$ cat src/rtl/bus_arbiter_pkg.sv
// Shared constants for the fetch/data bus arbiter: FSM state encoding and
// pipeline-wide bus constants.
package bus_arbiter_pkg;

    localparam int XLEN = 32;
    localparam int SELW = XLEN / 8;

    localparam logic [SELW-1:0] SEL_WORD  = '1;
    localparam logic [XLEN-1:0] ZERO_WORD = '0;

    typedef enum logic [1:0] {
        ST_IDLE = 2'b00,
        ST_INST = 2'b01,
        ST_DATA = 2'b10
    } arb_state_e;

endpackage

$ cat src/rtl/bus_arbiter.sv
// Two-master arbiter sharing one Wishbone master port between instruction
// fetch and data access, with starvation guard and transaction timeout.
//
// state | meaning
// IDLE  | no owner; grant evaluated every cycle
// INST  | instruction fetch owns the bus, waiting for i_wb_ack
// DATA  | data port owns the bus, waiting for i_wb_ack or cyc drop
module bus_arbiter
    import bus_arbiter_pkg::*;
#(
    parameter int STARVE_LIMIT   = 4,
    parameter int TIMEOUT_CYCLES = 255
) (
    input  logic            i_clk,
    input  logic            i_rst,
    input  logic            i_stb_inst,
    input  logic [XLEN-1:0] i_iaddr,
    output logic            o_ack_inst,
    output logic [XLEN-1:0] o_inst,
    input  logic            i_wb_cyc_data,
    input  logic            i_wb_stb_data,
    input  logic            i_wb_we_data,
    input  logic [XLEN-1:0] i_wb_addr_data,
    input  logic [XLEN-1:0] i_wb_data_data,
    input  logic [SELW-1:0] i_wb_sel_data,
    output logic            o_wb_ack_data,
    output logic            o_wb_stall_data,
    output logic [XLEN-1:0] o_wb_data_data,
    output logic            o_wb_cyc,
    output logic            o_wb_stb,
    output logic            o_wb_we,
    output logic [XLEN-1:0] o_wb_addr,
    output logic [XLEN-1:0] o_wb_data,
    output logic [SELW-1:0] o_wb_sel,
    input  logic            i_wb_ack,
    input  logic            i_wb_stall,
    input  logic [XLEN-1:0] i_wb_data,
    output logic            o_timeout
);

    localparam int SW = $clog2(STARVE_LIMIT + 1);
    localparam int TW = $clog2(TIMEOUT_CYCLES + 1);
    localparam logic [SW-1:0] STARVE_MAX = SW'(STARVE_LIMIT);
    localparam logic [TW-1:0] TMO_LOAD   = TW'(TIMEOUT_CYCLES - 1);

    arb_state_e    state;
    logic [SW-1:0] starve_cnt;
    logic [TW-1:0] tmo_cnt;
    logic          data_req;
    logic          grant_inst;
    logic          grant_data;

    always_comb begin
        data_req   = i_wb_cyc_data && i_wb_stb_data;
        grant_inst = (state == ST_IDLE) && i_stb_inst &&
                     (!data_req || (starve_cnt == STARVE_MAX));
        grant_data = (state == ST_IDLE) && data_req && !grant_inst;
    end

    // Reset term keeps the data port stalled while the arbiter is held.
    assign o_wb_stall_data = i_rst || !grant_data;

    always_ff @(posedge i_clk or posedge i_rst) begin
        if (i_rst) begin
            state          <= ST_IDLE;
            starve_cnt     <= '0;
            tmo_cnt        <= '0;
            o_ack_inst     <= 1'b0;
            o_inst         <= '0;
            o_wb_ack_data  <= 1'b0;
            o_wb_data_data <= '0;
            o_wb_cyc       <= 1'b0;
            o_wb_stb       <= 1'b0;
            o_wb_we        <= 1'b0;
            o_wb_addr      <= '0;
            o_wb_data      <= '0;
            o_wb_sel       <= '0;
            o_timeout      <= 1'b0;
        end else begin
            o_ack_inst    <= 1'b0;
            o_wb_ack_data <= 1'b0;
            o_timeout     <= 1'b0;
            case (state)
                ST_IDLE: begin
                    tmo_cnt <= '0;
                    if (grant_inst) begin
                        state      <= ST_INST;
                        starve_cnt <= '0;
                        tmo_cnt    <= TMO_LOAD;
                        o_wb_cyc   <= 1'b1;
                        o_wb_stb   <= 1'b1;
                        o_wb_we    <= 1'b0;
                        o_wb_addr  <= i_iaddr;
                        o_wb_data  <= ZERO_WORD;
                        o_wb_sel   <= SEL_WORD;
                    end else if (grant_data) begin
                        state     <= ST_DATA;
                        tmo_cnt   <= TMO_LOAD;
                        o_wb_cyc  <= 1'b1;
                        o_wb_stb  <= 1'b1;
                        o_wb_we   <= i_wb_we_data;
                        o_wb_addr <= i_wb_addr_data;
                        o_wb_data <= i_wb_data_data;
                        o_wb_sel  <= i_wb_sel_data;
                        if (i_stb_inst && (starve_cnt != STARVE_MAX))
                            starve_cnt <= starve_cnt + SW'(1);
                    end
                end
                ST_INST, ST_DATA: begin
                    // An ack arriving on the terminal cycle still completes normally.
                    if (i_wb_ack) begin
                        state    <= ST_IDLE;
                        tmo_cnt  <= '0;
                        o_wb_cyc <= 1'b0;
                        o_wb_stb <= 1'b0;
                        if (state == ST_INST) begin
                            o_ack_inst <= 1'b1;
                            o_inst     <= i_wb_data;
                        end else begin
                            o_wb_ack_data  <= 1'b1;
                            o_wb_data_data <= i_wb_data;
                        end
                    end else if ((state == ST_DATA) && !i_wb_cyc_data) begin
                        state    <= ST_IDLE;
                        tmo_cnt  <= '0;
                        o_wb_cyc <= 1'b0;
                        o_wb_stb <= 1'b0;
                    end else if (tmo_cnt == '0) begin
                        state     <= ST_IDLE;
                        o_wb_cyc  <= 1'b0;
                        o_wb_stb  <= 1'b0;
                        o_timeout <= 1'b1;
                        if (state == ST_INST) begin
                            o_ack_inst <= 1'b1;
                            o_inst     <= ZERO_WORD;
                        end else begin
                            o_wb_ack_data  <= 1'b1;
                            o_wb_data_data <= ZERO_WORD;
                        end
                    end else begin
                        tmo_cnt <= tmo_cnt - TW'(1);
                        if (o_wb_stb && !i_wb_stall)
                            o_wb_stb <= 1'b0;
                    end
                end
                default: state <= ST_IDLE;
            endcase
        end
    end

endmodule

$ cat config.mk
export PLATFORM = sky130hd
export DESIGN_NAME = bus_arbiter
export DESIGN_NICKNAME = d
export VERILOG_FILES = /design/src/rtl/bus_arbiter_pkg.sv /design/src/rtl/bus_arbiter.sv
export SDC_FILE = /design/constraint.sdc
export NUM_CORES = 1
export LEC_CHECK = 0
export ABC_AREA = 1
export CAP_MARGIN = 20
export CORE_ASPECT_RATIO = 0.7
export CORE_MARGIN = 2
export CORE_UTILIZATION = 43
export DETAILED_ROUTE_END_ITERATION = 10
export PLACE_DENSITY_LB_ADDON = 0.05
export SYNTH_ARGS = -nofsm -noshare
export SYNTH_HDL_FRONTEND = slang
export SYNTH_SLANG_ARGS = --single-unit
$ cat constraint.sdc
create_clock -name i_clk -period 12 [get_ports i_clk]
set_clock_uncertainty 0.1 [all_clocks]
set_input_delay 2.4 -clock i_clk [delete_from_list [all_inputs] [get_ports i_clk]]
set_output_delay 2.4 -clock i_clk [all_outputs]
set_load 0.02 [all_outputs]
==> results by group <==
Outcome
  – Status: finished clean

Setup path
  – Reg2reg end: o_wb_data[25]$_DFFE_PP0P_
  – Worst setup path class: in -> out
  – Reg2reg start: state[0]$_DFFE_PP0P_
  – R2r setup slk: 9270 ps
  – Crit Path Max Fanout: 38
  – Worst setup EP type: output port
  – Startpoint Class: input port
  – Worst Path Required: 9500 ps
  – Worst EP arrival: 5170 ps
  – Critical path startpoint: i_wb_cyc_data
  – R2R cell count: 8
  – Setup crit end: o_wb_stall_data

Routing
  – Initial DRC Count: 292
  – Top layer in use: met4
  – Routed wl met3: 1.26 mm
  – Antenna viol nets, final: 0
  – Vias: 5842
  – Post-Route WL: 18.7 mm
  – WL met2: 8.54 mm
  – WL met1: 8.50 mm
  – DRC Markers: 0
  – First-pass detailed-route iteration total: 5
  – Via density: 4.78
  – Post-DR wirelength/cell: 15.3 um

Logic synthesis
  – Sequential fraction of the synthesis area: 57.3%
  – Ys flop type: dfrtp_1
  – Synth async-reset ratio: 100%
  – Synthesized cell area: 6590 um2
  – Ys Warns: 0
  – Post-synthesis register bit count: 151
  – Syn avg cell area: 8.78 um2
  – Synth Instances: 751
  – Synth top area cells: dfrtp_1 57%, nand2_1 19%, a22o_1 4.4%
  – EDFF count, synth: 0
  – Most common cell in the netlist: nand2_1
  – Post-synth top cells: 328 x nand2_1, 151 x dfrtp_1, 57 x inv_1, 43 x nor2_1, 33 x a22o_1
  – Syn_nets: 899
  – Post-synth top area cell: dfrtp_1
  – Synth top area share: 57.3%
  – Number of library cell types mapped by synthesis: 30

Floorplanning
  – Core area: 14900 um2
  – Die Span X: 152 um
  – I/O Pins: 279
  – Total die area: 16400 um2
  – Die H: 108 um
  – Initial core utilization: 44.4%
  – FP Rows: 37

Global route
  – GRT Resource Usage Total: 22.9%
  – Total gr overflow: 0
  – Initial antenna violation count: 0
  – Vias in the first global route: 5600
  – Global-route wire length before repair: 29.7 mm
  – Largest net degree at the start of global routing: 94

CTS
  – Max Root-Sink Buffers: 2
  – Number of gates resized after CTS: 0
  – Root Driver: clkbuf_16
  – CTS tree: done
  – Clk Latency, worst-skew pair: 410 ps
  – Post-CTS setup buffers: 0
  – H-tree depth: 4
  – TritonCTS buffer count: 17
  – Clk sink count: 151
  – Cts hold-fix bufs: 0
  – Clock-pin slew on the worst setup and hold paths: 60 ps

Timing
  – Period minus WS final: 7670 ps
  – Endpoints failing setup: 0
  – Final worst-path cycle share: 63.9%
  – Slew Limit Headroom: 30.6%
  – RSZ-0062 raised after global routing: false
  – Least-Margin Pin Slew: 1040 ps
  – Setup TNS: 0 ps
  – Max frequency: 0.130 GHz
  – Max-slew violations: 0
  – Hold Vio Cnt, Final: 0

Cells and area
  – Share of layout cells above drive strength 1: 6.04%
  – Layout area overhead: 52.3%
  – Final Net Count: 1162
  – Final instance area: 10000 um2
  – # diodes: 0

Placement
  – Placed inst area: 9430 um2
  – Detail Placement HPWL: 13.3 mm
  – IO Port Bufs: 278
  – RePlAce Congestion: 0.816

Hold path
  – Min-Delay Path Class: reg -> reg

Pwr
  – Leakage power: 4.87 nW
  – Power Dens Cells: 275 nW/um2
  – Total power: 2.76 mW
  – Worst vdd ir: 0.000129 V

Run
  – Max cap viols: 0
[layout by cell type (no fill, tap or decap), types with 5 or more instances in the layout]
master,count
clkbuf_16,17
a31oi_1,32
dfrtp_1,151
a22o_1,33
nand3_1,14
nand2_2,8
clkdlybuf4s50_1,278
inv_1,56
ha_1,8
nor2_1,42
o21ai_0,10
clkinv_4,5
nand2_1,328
[critical path, cell delays in order]
cell,delay [ps]
clkdlybuf4s50_1,510
nand2_2,90
inv_1,110
nand2_1,70
nand2_2,560
nand2_2,230
inv_2,490
nand2_1,110
clkdlybuf4s50_1,570
[worst min-delay path by stage]
stage                                           to  depth (start not counted)  slack, ps                      startpoint
global placement    o_wb_data_data[24]$_DFFE_PP0P_                          2        350  o_wb_data_data[24]$_DFFE_PP0P_
CTS                  o_wb_data_data[6]$_DFFE_PP0P_                          2        370   o_wb_data_data[6]$_DFFE_PP0P_
finish              o_wb_data_data[18]$_DFFE_PP0P_                          2        370  o_wb_data_data[18]$_DFFE_PP0P_
detailed placement   o_wb_data_data[6]$_DFFE_PP0P_                          2        360   o_wb_data_data[6]$_DFFE_PP0P_
floorplan                starve_cnt[2]$_DFFE_PP0P_                          1        330       starve_cnt[2]$_DFFE_PP0P_
global route        o_wb_data_data[17]$_DFFE_PP0P_                          2        390  o_wb_data_data[17]$_DFFE_PP0P_
[cell families (layout without fill, tap and decap cells)]
logic type      Yosys count  after routing  share of synthesized area [%]
simple gates            401            401                           24.0
flops                   151            151                           57.3
buf+inv                 102            377                           7.27
compound gates           88             88                           9.79
fa+ha+maj                 8              8                           1.52
xor+xnor                  1              1                          0.133
[metal layers]
layer	track usage [%]	up-vias
li1	-	2890
met1	30.6	2714
met2	35.8	208
met3	7.00	30
met4	7.74	0
met5	0	-
[final cells by class]
cell class                 count  area, um2
multi-input combinational    498       2340
clock buffer                  18        439
sequential                   151       3780
inverter                      64        254
clock inverter                13        173
timing repair buffer         282       2810
fill                        1216       4820
tap                          195        244
[metrics by stage]
stage	std cells	worst slack, ps	hold WS (ps)	util, %
floorplan	751	3230	333	-
global placement	1190	4370	353	63.4
detailed placement	1190	4330	358	63.4
CTS	1221	4330	373	67.6
global route	1221	4100	388	67.6
finish	1221	4330	366	67.6
[where the power goes]
group / total (mW) / switching [mW] / internal (mW) / leakage (nW)
registers: 0.862 / 0.125 / 0.738 / 1.87
clock network: 0.551 / 0.216 / 0.334 / 0.285
logic: 1.34 / 0.768 / 0.577 / 2.72
total: 2.76 / 1.11 / 1.65 / 4.87
[registers in the layout (all words and copies together) (netlist names)]
| name | flops |
|---|---|
| o_wb_we | 1 |
| o_wb_ack_data | 1 |
| o_wb_sel | 4 |
| o_inst | 32 |
| o_wb_addr | 32 |
| tmo_cnt | 8 |
| state | 2 |
| o_wb_cyc | 1 |
| o_wb_stb | 1 |
| o_ack_inst | 1 |
| o_timeout | 1 |
| starve_cnt | 3 |
| o_wb_data_data | 32 |
| o_wb_data | 32 |
Note: power is estimated with default switching activity, not from simulation.
